`src/rtl/bp_pkg.sv`:
```
// bp_pkg
//   Shared constants and helpers for the branch predictor slice.
//   - PC_INC          : sequential fetch increment (fall-through PC = pc + PC_INC)
//   - weak_taken()    : counter value with MSB set, all lower bits clear
//   - weak_not_taken(): counter value with MSB clear, all lower bits set
// The helpers return 32-bit values; callers cast to their counter width.
package bp_pkg;

    localparam int unsigned PC_INC = 4;

    function automatic logic [31:0] weak_taken(input int unsigned w);
        return 32'd1 << (w - 1);
    endfunction

    function automatic logic [31:0] weak_not_taken(input int unsigned w);
        return (32'd1 << (w - 1)) - 32'd1;
    endfunction

endpackage

```
`src/rtl/sat_counter.sv`:
```
// sat_counter
//   Next-state logic for a CTR_W-bit saturating up/down counter.
//   Ports:
//     value      : current counter value
//     up         : 1 = count up, 0 = count down
//     next_value : updated value, clamped at all-ones and zero
module sat_counter #(
    parameter int CTR_W = 2
) (
    input  logic [CTR_W-1:0] value,
    input  logic             up,
    output logic [CTR_W-1:0] next_value
);

    always_comb begin
        next_value = value;
        if (up) begin
            if (value != '1) next_value = value + CTR_W'(1);
        end else begin
            if (value != '0) next_value = value - CTR_W'(1);
        end
    end

endmodule

```
`src/rtl/branch_predictor.sv`:
```
// branch_predictor
//   Direct-mapped BTB with a per-entry saturating direction counter.
//   Ports:
//     clk_i, rst_i        : clock, asynchronous active-low reset
//     lookup_valid_i/pc_i : fetch-stage lookup request
//     pred_valid_o        : registered prediction valid (1 cycle after lookup)
//     pred_hit_o          : lookup matched a valid entry
//     pred_taken_o        : predicted direction
//     pred_target_o       : predicted next PC
//     update_*_i          : resolved branch from ID (pc, direction, target, flush)
//     mispred_cnt_o       : saturating count of flushed branches
module branch_predictor
    import bp_pkg::*;
#(
    parameter int ENTRIES = 16,
    parameter int CTR_W   = 2,
    parameter int ADDR_W  = 32,
    parameter int CNT_W   = 16
) (
    input  logic              clk_i,
    input  logic              rst_i,
    input  logic              lookup_valid_i,
    input  logic [ADDR_W-1:0] lookup_pc_i,
    output logic              pred_valid_o,
    output logic              pred_hit_o,
    output logic              pred_taken_o,
    output logic [ADDR_W-1:0] pred_target_o,
    input  logic              update_valid_i,
    input  logic [ADDR_W-1:0] update_pc_i,
    input  logic              update_taken_i,
    input  logic [ADDR_W-1:0] update_target_i,
    input  logic              update_mispred_i,
    output logic [CNT_W-1:0]  mispred_cnt_o
);

    localparam int IDX_W = $clog2(ENTRIES);
    localparam int TAG_W = ADDR_W - IDX_W - 2;

    logic [ENTRIES-1:0] valid_q;
    logic [TAG_W-1:0]   tag_mem    [ENTRIES];
    logic [ADDR_W-1:0]  target_mem [ENTRIES];
    logic [CTR_W-1:0]   ctr_mem    [ENTRIES];

    logic [IDX_W-1:0] lkp_idx, upd_idx;
    logic [TAG_W-1:0] lkp_tag, upd_tag;
    logic             lkp_hit, lkp_taken, upd_hit;
    logic [CTR_W-1:0] ctr_next;

    // Byte offset bits of the update PC never take part in indexing or tagging.
    logic unused_pc_bits;
    assign unused_pc_bits = ^update_pc_i[1:0];

    assign lkp_idx = lookup_pc_i[IDX_W+1:2];
    assign lkp_tag = lookup_pc_i[ADDR_W-1:IDX_W+2];
    assign upd_idx = update_pc_i[IDX_W+1:2];
    assign upd_tag = update_pc_i[ADDR_W-1:IDX_W+2];

    assign lkp_hit   = valid_q[lkp_idx] && (tag_mem[lkp_idx] == lkp_tag);
    assign lkp_taken = lkp_hit && ctr_mem[lkp_idx][CTR_W-1];
    assign upd_hit   = valid_q[upd_idx] && (tag_mem[upd_idx] == upd_tag);

    sat_counter #(.CTR_W(CTR_W)) u_sat_counter (
        .value      (ctr_mem[upd_idx]),
        .up         (update_taken_i),
        .next_value (ctr_next)
    );

    // The prediction is resolved from the table contents sampled at the lookup
    // edge, so a same-cycle update only becomes visible to later lookups.
    always_ff @(posedge clk_i or negedge rst_i) begin
        if (!rst_i) begin
            pred_valid_o  <= 1'b0;
            pred_hit_o    <= 1'b0;
            pred_taken_o  <= 1'b0;
            pred_target_o <= '0;
        end else begin
            pred_valid_o <= lookup_valid_i;
            pred_hit_o   <= lookup_valid_i && lkp_hit;
            pred_taken_o <= lookup_valid_i && lkp_taken;
            if (!lookup_valid_i)
                pred_target_o <= '0;
            else if (lkp_taken)
                pred_target_o <= target_mem[lkp_idx];
            else
                pred_target_o <= lookup_pc_i + ADDR_W'(PC_INC);
        end
    end

    // Valid bits and counters: hits train the counter, taken misses allocate
    // with a weakly-taken counter, not-taken misses leave the table alone.
    always_ff @(posedge clk_i or negedge rst_i) begin
        if (!rst_i) begin
            valid_q <= '0;
            for (int i = 0; i < ENTRIES; i++)
                ctr_mem[i] <= CTR_W'(weak_not_taken(CTR_W));
        end else if (update_valid_i) begin
            if (upd_hit) begin
                ctr_mem[upd_idx] <= ctr_next;
            end else if (update_taken_i) begin
                valid_q[upd_idx] <= 1'b1;
                ctr_mem[upd_idx] <= CTR_W'(weak_taken(CTR_W));
            end
        end
    end

    // Tag and target need no reset because valid gates their use. Any taken
    // update either hits (same tag, new target) or allocates (new tag and
    // target), so both cases reduce to a plain write.
    always_ff @(posedge clk_i) begin
        if (update_valid_i && update_taken_i) begin
            tag_mem[upd_idx]    <= upd_tag;
            target_mem[upd_idx] <= update_target_i;
        end
    end

    always_ff @(posedge clk_i or negedge rst_i) begin
        if (!rst_i)
            mispred_cnt_o <= '0;
        else if (update_valid_i && update_mispred_i && (mispred_cnt_o != '1))
            mispred_cnt_o <= mispred_cnt_o + CNT_W'(1);
    end

endmodule

```
`config.mk`:
```
export PLATFORM = sky130hd
export DESIGN_NAME = branch_predictor
export DESIGN_NICKNAME = d
export VERILOG_FILES = /design/src/rtl/bp_pkg.sv /design/src/rtl/sat_counter.sv /design/src/rtl/branch_predictor.sv
export SDC_FILE = /design/constraint.sdc
export NUM_CORES = 1
export LEC_CHECK = 0
export CAP_MARGIN = 20
export CORE_MARGIN = 3
export CORE_UTILIZATION = 29
export CTS_CLUSTER_SIZE = 10
export DETAILED_ROUTE_END_ITERATION = 10
export HOLD_SLACK_MARGIN = 0.08
export PLACE_DENSITY = 0.5
export SLEW_MARGIN = 10
export SYNTH_ARGS = -nofsm -noshare
export SYNTH_HDL_FRONTEND = slang
export SYNTH_SLANG_ARGS = --single-unit
```
`constraint.sdc`:
```
create_clock -name clk_i -period 5.4 [get_ports clk_i]
set_clock_uncertainty 0.15 [all_clocks]
set_input_delay 0.54 -clock clk_i [delete_from_list [all_inputs] [get_ports clk_i]]
set_output_delay 0.54 -clock clk_i [all_outputs]
set_load 0.03 [all_outputs]
```
==> flow_summary.ini <==
[clock_network]
ctsLongestPathBuffers = 3
post_cts_resized = 0
cts_sinks = 1027
h-tree-depth = 3
clk_pin_slew_worst_paths_ns = 0.05
cts_tree = done
numCtsBuffers = 117
clock-root-buffer = clkbuf_16
clk_latency_ns = 0.74

[placed_design]
post-place-ws_ns = 0.6447
placed_cells = 4416
dp_hpwl_mm = 83.31
gp_congestion = 0.8637
numPortBuffers = 150

[setup_path]
start_kind = input pin
cp.arrival_ns = 4.54
r2r_slack_ns = 1.56
cp_max_fo = 66
end_kind = register
crit_type = in -> reg
crit_required_ns = 5.88

[timing]
finalCritPeriodShare_pct = 75.25
hold_viol = 0
relSlewSlack_pct = 33.91
rsz0062_at_grt = no
worst_slew_pin_slew_ns = 0.9889
finalCriticalPeriod_ns = 4.063
setup_slack_ns = 1.337
setup_tns_ns = 0
fmax_mhz = 246.1
maxSlewViolCount = 0
setup_viol = 0

[grt]
track_usage_pct = 17.30
grt_max_degree = 102
antenna_found_initial = 21
grt_pass1_wl_mm = 194.6
grt_pass1_vias = 25540
grt-ovfl-total = 0

[hold_path]
hold_class = in -> async

[synthesis]
synth_top_family_by_area = multiplexers
synth_compound_area_share_pct = 3.645
avgSynthCellArea_um2 = 19.68
ys_types = 76
syn_inst = 2268
synthSimpleGateAreaFrac_pct = 3.143
synth_fp_nets = 2372
synth_top_flop_cell = edfxtp_1
synthArstFlopShare_pct = 9.640
synth-warning-count = 0
synth_edf_count = 928
netlist_area_mm2 = 0.04462
muxShareOfSynthArea_pct = 21.36
synth_xor_area_share_pct = 1.865
yosys.area_share.adder_pct = 0.07851
ys_ff_latch = 1027
yosysSeqAreaShare_pct = 68.04

[layout]
num-fill-cells = 14310
drive_gt1_share_pct = 26.64
instances_no_fill = 4644
area_growth_pct = 18.30
fin_nets = 2612

[power]
p_per_area_mw_per_mm2 = 338.2
p_leak_nw = 16.85
vdd_drop_max_uv = 288.2
finalPower_mw = 17.85

[floorplan]
core-area_mm2 = 0.1524
dieArea_mm2 = 0.1586
num_rows = 143
initial_core_util_pct = 29.27
chipWidth_um = 398.3
pin_count = 153
die_h_um = 398.3

[routing]
wl_per_cell_um = 29.75
totalWireLength_mm = 138.2
dr.pass1.iters = 5
initialDrtViolationCount = 2443
vias_per_cell = 5.273
drc = 0
postRouteAntennaNets = 0
vias = 24490

[flow_run]
cap_violations = 0

[run_status]
outcome = finished clean
[worst max-delay path, cell delays in order]
cell,delay [ns]
buf_4,0.41
buf_12,0.44
mux4_2,0.38
mux2i_1,0.33
o22ai_1,0.13
nor3_1,0.43
a31oi_1,0.21
a2111oi_4,0.57
nand4_4,0.26
a21oi_4,0.48
a22o_1,0.25
[cell families (layout without fill, tap and decap cells)]
logic type | after synthesis | in the layout
muxes | 488 | 488
other | 0 | 13
AOI/OAI and AO/OA | 206 | 206
and+or+nand+nor | 275 | 275
adders and majority gates | 3 | 3
buffers and inverters | 174 | 507
DFF | 1027 | 1027
xor gates and xnor gates | 95 | 95
[through the flow]
stage | hold WS, ns | util (%) | area, µm²
detailed placement | 0.3377 | 32.25 | 49170
global placement | 0.3036 | 32.25 | 49170
global route | 0.2676 | 34.61 | 52760
finish | 0.2397 | 34.63 | 52790
floorplan | 0.09441 | - | 44630
CTS | 0.2113 | 34.59 | 52730
[sequential cells by signal (all words and copies together), names as in the netlist]
| signal | flops |
|---|---|
| target_mem | 512 |
| tag_mem | 416 |
| pred_valid_o | 1 |
| mispred_cnt_o | 16 |
| pred_target_o | 32 |
| pred_hit_o | 1 |
| pred_taken_o | 1 |
| ctr_mem | 32 |
| valid_q | 16 |
[cell type report]
type | instances | area (µm²) | area share, %
Inverter | 43 | 163.9 | 0.3105
Multi-Input combinational cell | 1067 | 13550 | 25.67
Tap cell | 2030 | 2540 | 4.811
Sequential cell | 1027 | 30360 | 57.52
Clock buffer | 198 | 3294 | 6.240
Clock inverter | 14 | 249.0 | 0.4716
Timing Repair Buffer | 252 | 2595 | 4.916
Antenna cell | 13 | 32.53 | 0.06162
[worst paths after layout]
path	cells after the start	endpoint	start
setup / recovery	11	ctr_mem[18]$_DFFE_PN1P_	update_pc_i[5]
hold / removal	2	pred_target_o[10]$_DFF_PN0_	rst_i
setup reg to reg	9	ctr_mem[18]$_DFFE_PN1P_	tag_mem[15][14]$_DFFE_PP_
hold reg to reg	1	mispred_cnt_o[10]$_DFFE_PN0P_	mispred_cnt_o[10]$_DFFE_PN0P_
max in group asynchronous	3	ctr_mem[27]$_DFFE_PN0P_	rst_i
min in group clk_i	3	pred_target_o[1]$_DFF_PN0_	lookup_pc_i[1]
[cell usage in the layout (no fill, tap or decap), types with 5 or more instances in the layout]
| cell type | count |
|---|---|
| nand2_1 | 62 |
| a22oi_1 | 30 |
| clkbuf_16 | 119 |
| clkinv_16 | 5 |
| o22ai_1 | 16 |
| mux4_2 | 369 |
| xnor2_1 | 60 |
| nand2b_1 | 13 |
| o21ai_0 | 18 |
| and4_1 | 6 |
| and2_1 | 5 |
| and3_1 | 7 |
| a211oi_1 | 27 |
| nor2_1 | 75 |
| clkbuf_1 | 77 |
| mux2i_1 | 96 |
| diode_2 | 13 |
| edfxtp_1 | 928 |
| buf_4 | 78 |
| dfstp_2 | 16 |
| nand3_1 | 27 |
| nor2b_1 | 7 |
| a22o_1 | 23 |
| nand2b_4 | 10 |
| a31oi_1 | 5 |
| nor2_4 | 15 |
| mux2_2 | 23 |
| clkdlybuf4s50_1 | 142 |
| nand4_1 | 17 |
| nor3_1 | 14 |
| o21bai_1 | 14 |
| a21oi_1 | 13 |
| inv_1 | 39 |
| dfrtp_1 | 83 |
| buf_12 | 24 |
| xor2_1 | 35 |
| a221oi_1 | 14 |
| o211ai_1 | 7 |
| nor4_1 | 5 |
[Yosys cell counts (3+ instances only)]
master / n / share of area, %
and2_1: 5 / 0.070
mux2_2: 23 / 0.58
o21bai_1: 14 / 0.24
buf_6: 10 / 0.25
inv_1: 40 / 0.34
mux2i_1: 96 / 2.2
a22o_1: 23 / 0.45
a221oi_1: 14 / 0.27
nor2_1: 91 / 0.77
o21ai_0: 18 / 0.20
mux4_2: 369 / 19
a211oi_1: 27 / 0.45
nand2b_4: 10 / 0.31
nand2_1: 62 / 0.52
xnor2_1: 60 / 1.2
a21oi_1: 13 / 0.15
edfxtp_1: 928 / 62
clkbuf_1: 43 / 0.36
o211ai_1: 7 / 0.12
a22oi_1: 30 / 0.50
buf_4: 10 / 0.17
nor3_1: 15 / 0.17
and4_1: 6 / 0.12
xor2_1: 35 / 0.69
nor2b_1: 7 / 0.098
dfstp_2: 16 / 0.94
dfrtp_1: 83 / 4.7
nand2b_1: 13 / 0.18
buf_2: 45 / 0.50
nand3_1: 27 / 0.30
and3_1: 7 / 0.098
nor4_1: 5 / 0.070
a31oi_1: 5 / 0.070
o22ai_1: 16 / 0.22
nand4_1: 17 / 0.24
a2bb2oi_1: 3 / 0.059
buf_1: 22 / 0.19
[power breakdown]
group	total (mW)	internal [mW]	switching (mW)	leakage, nW
sequential	8.91	8.82	0.0858	9.50
clock	7.40	4.23	3.17	1.68
combinational	1.54	0.647	0.897	5.68
[repair_timing]
action / CTS / global route
buffers inserted: 0 / 0
hold buffers: 2 / 0
endpoints found under the hold margin: 51 / 0
[per-layer routing]
layer | part of all wire [%] | track usage [%] | up-vias
li1 | - | - | 9994
met1 | 42 | 23.43 | 13280
met2 | 46 | 27.08 | 988
met3 | 8.6 | 4.919 | 222
met4 | 2.8 | 5.103 | 10
met5 | 0.048 | 0 | -
Note: power is estimated with default switching activity, not from simulation.
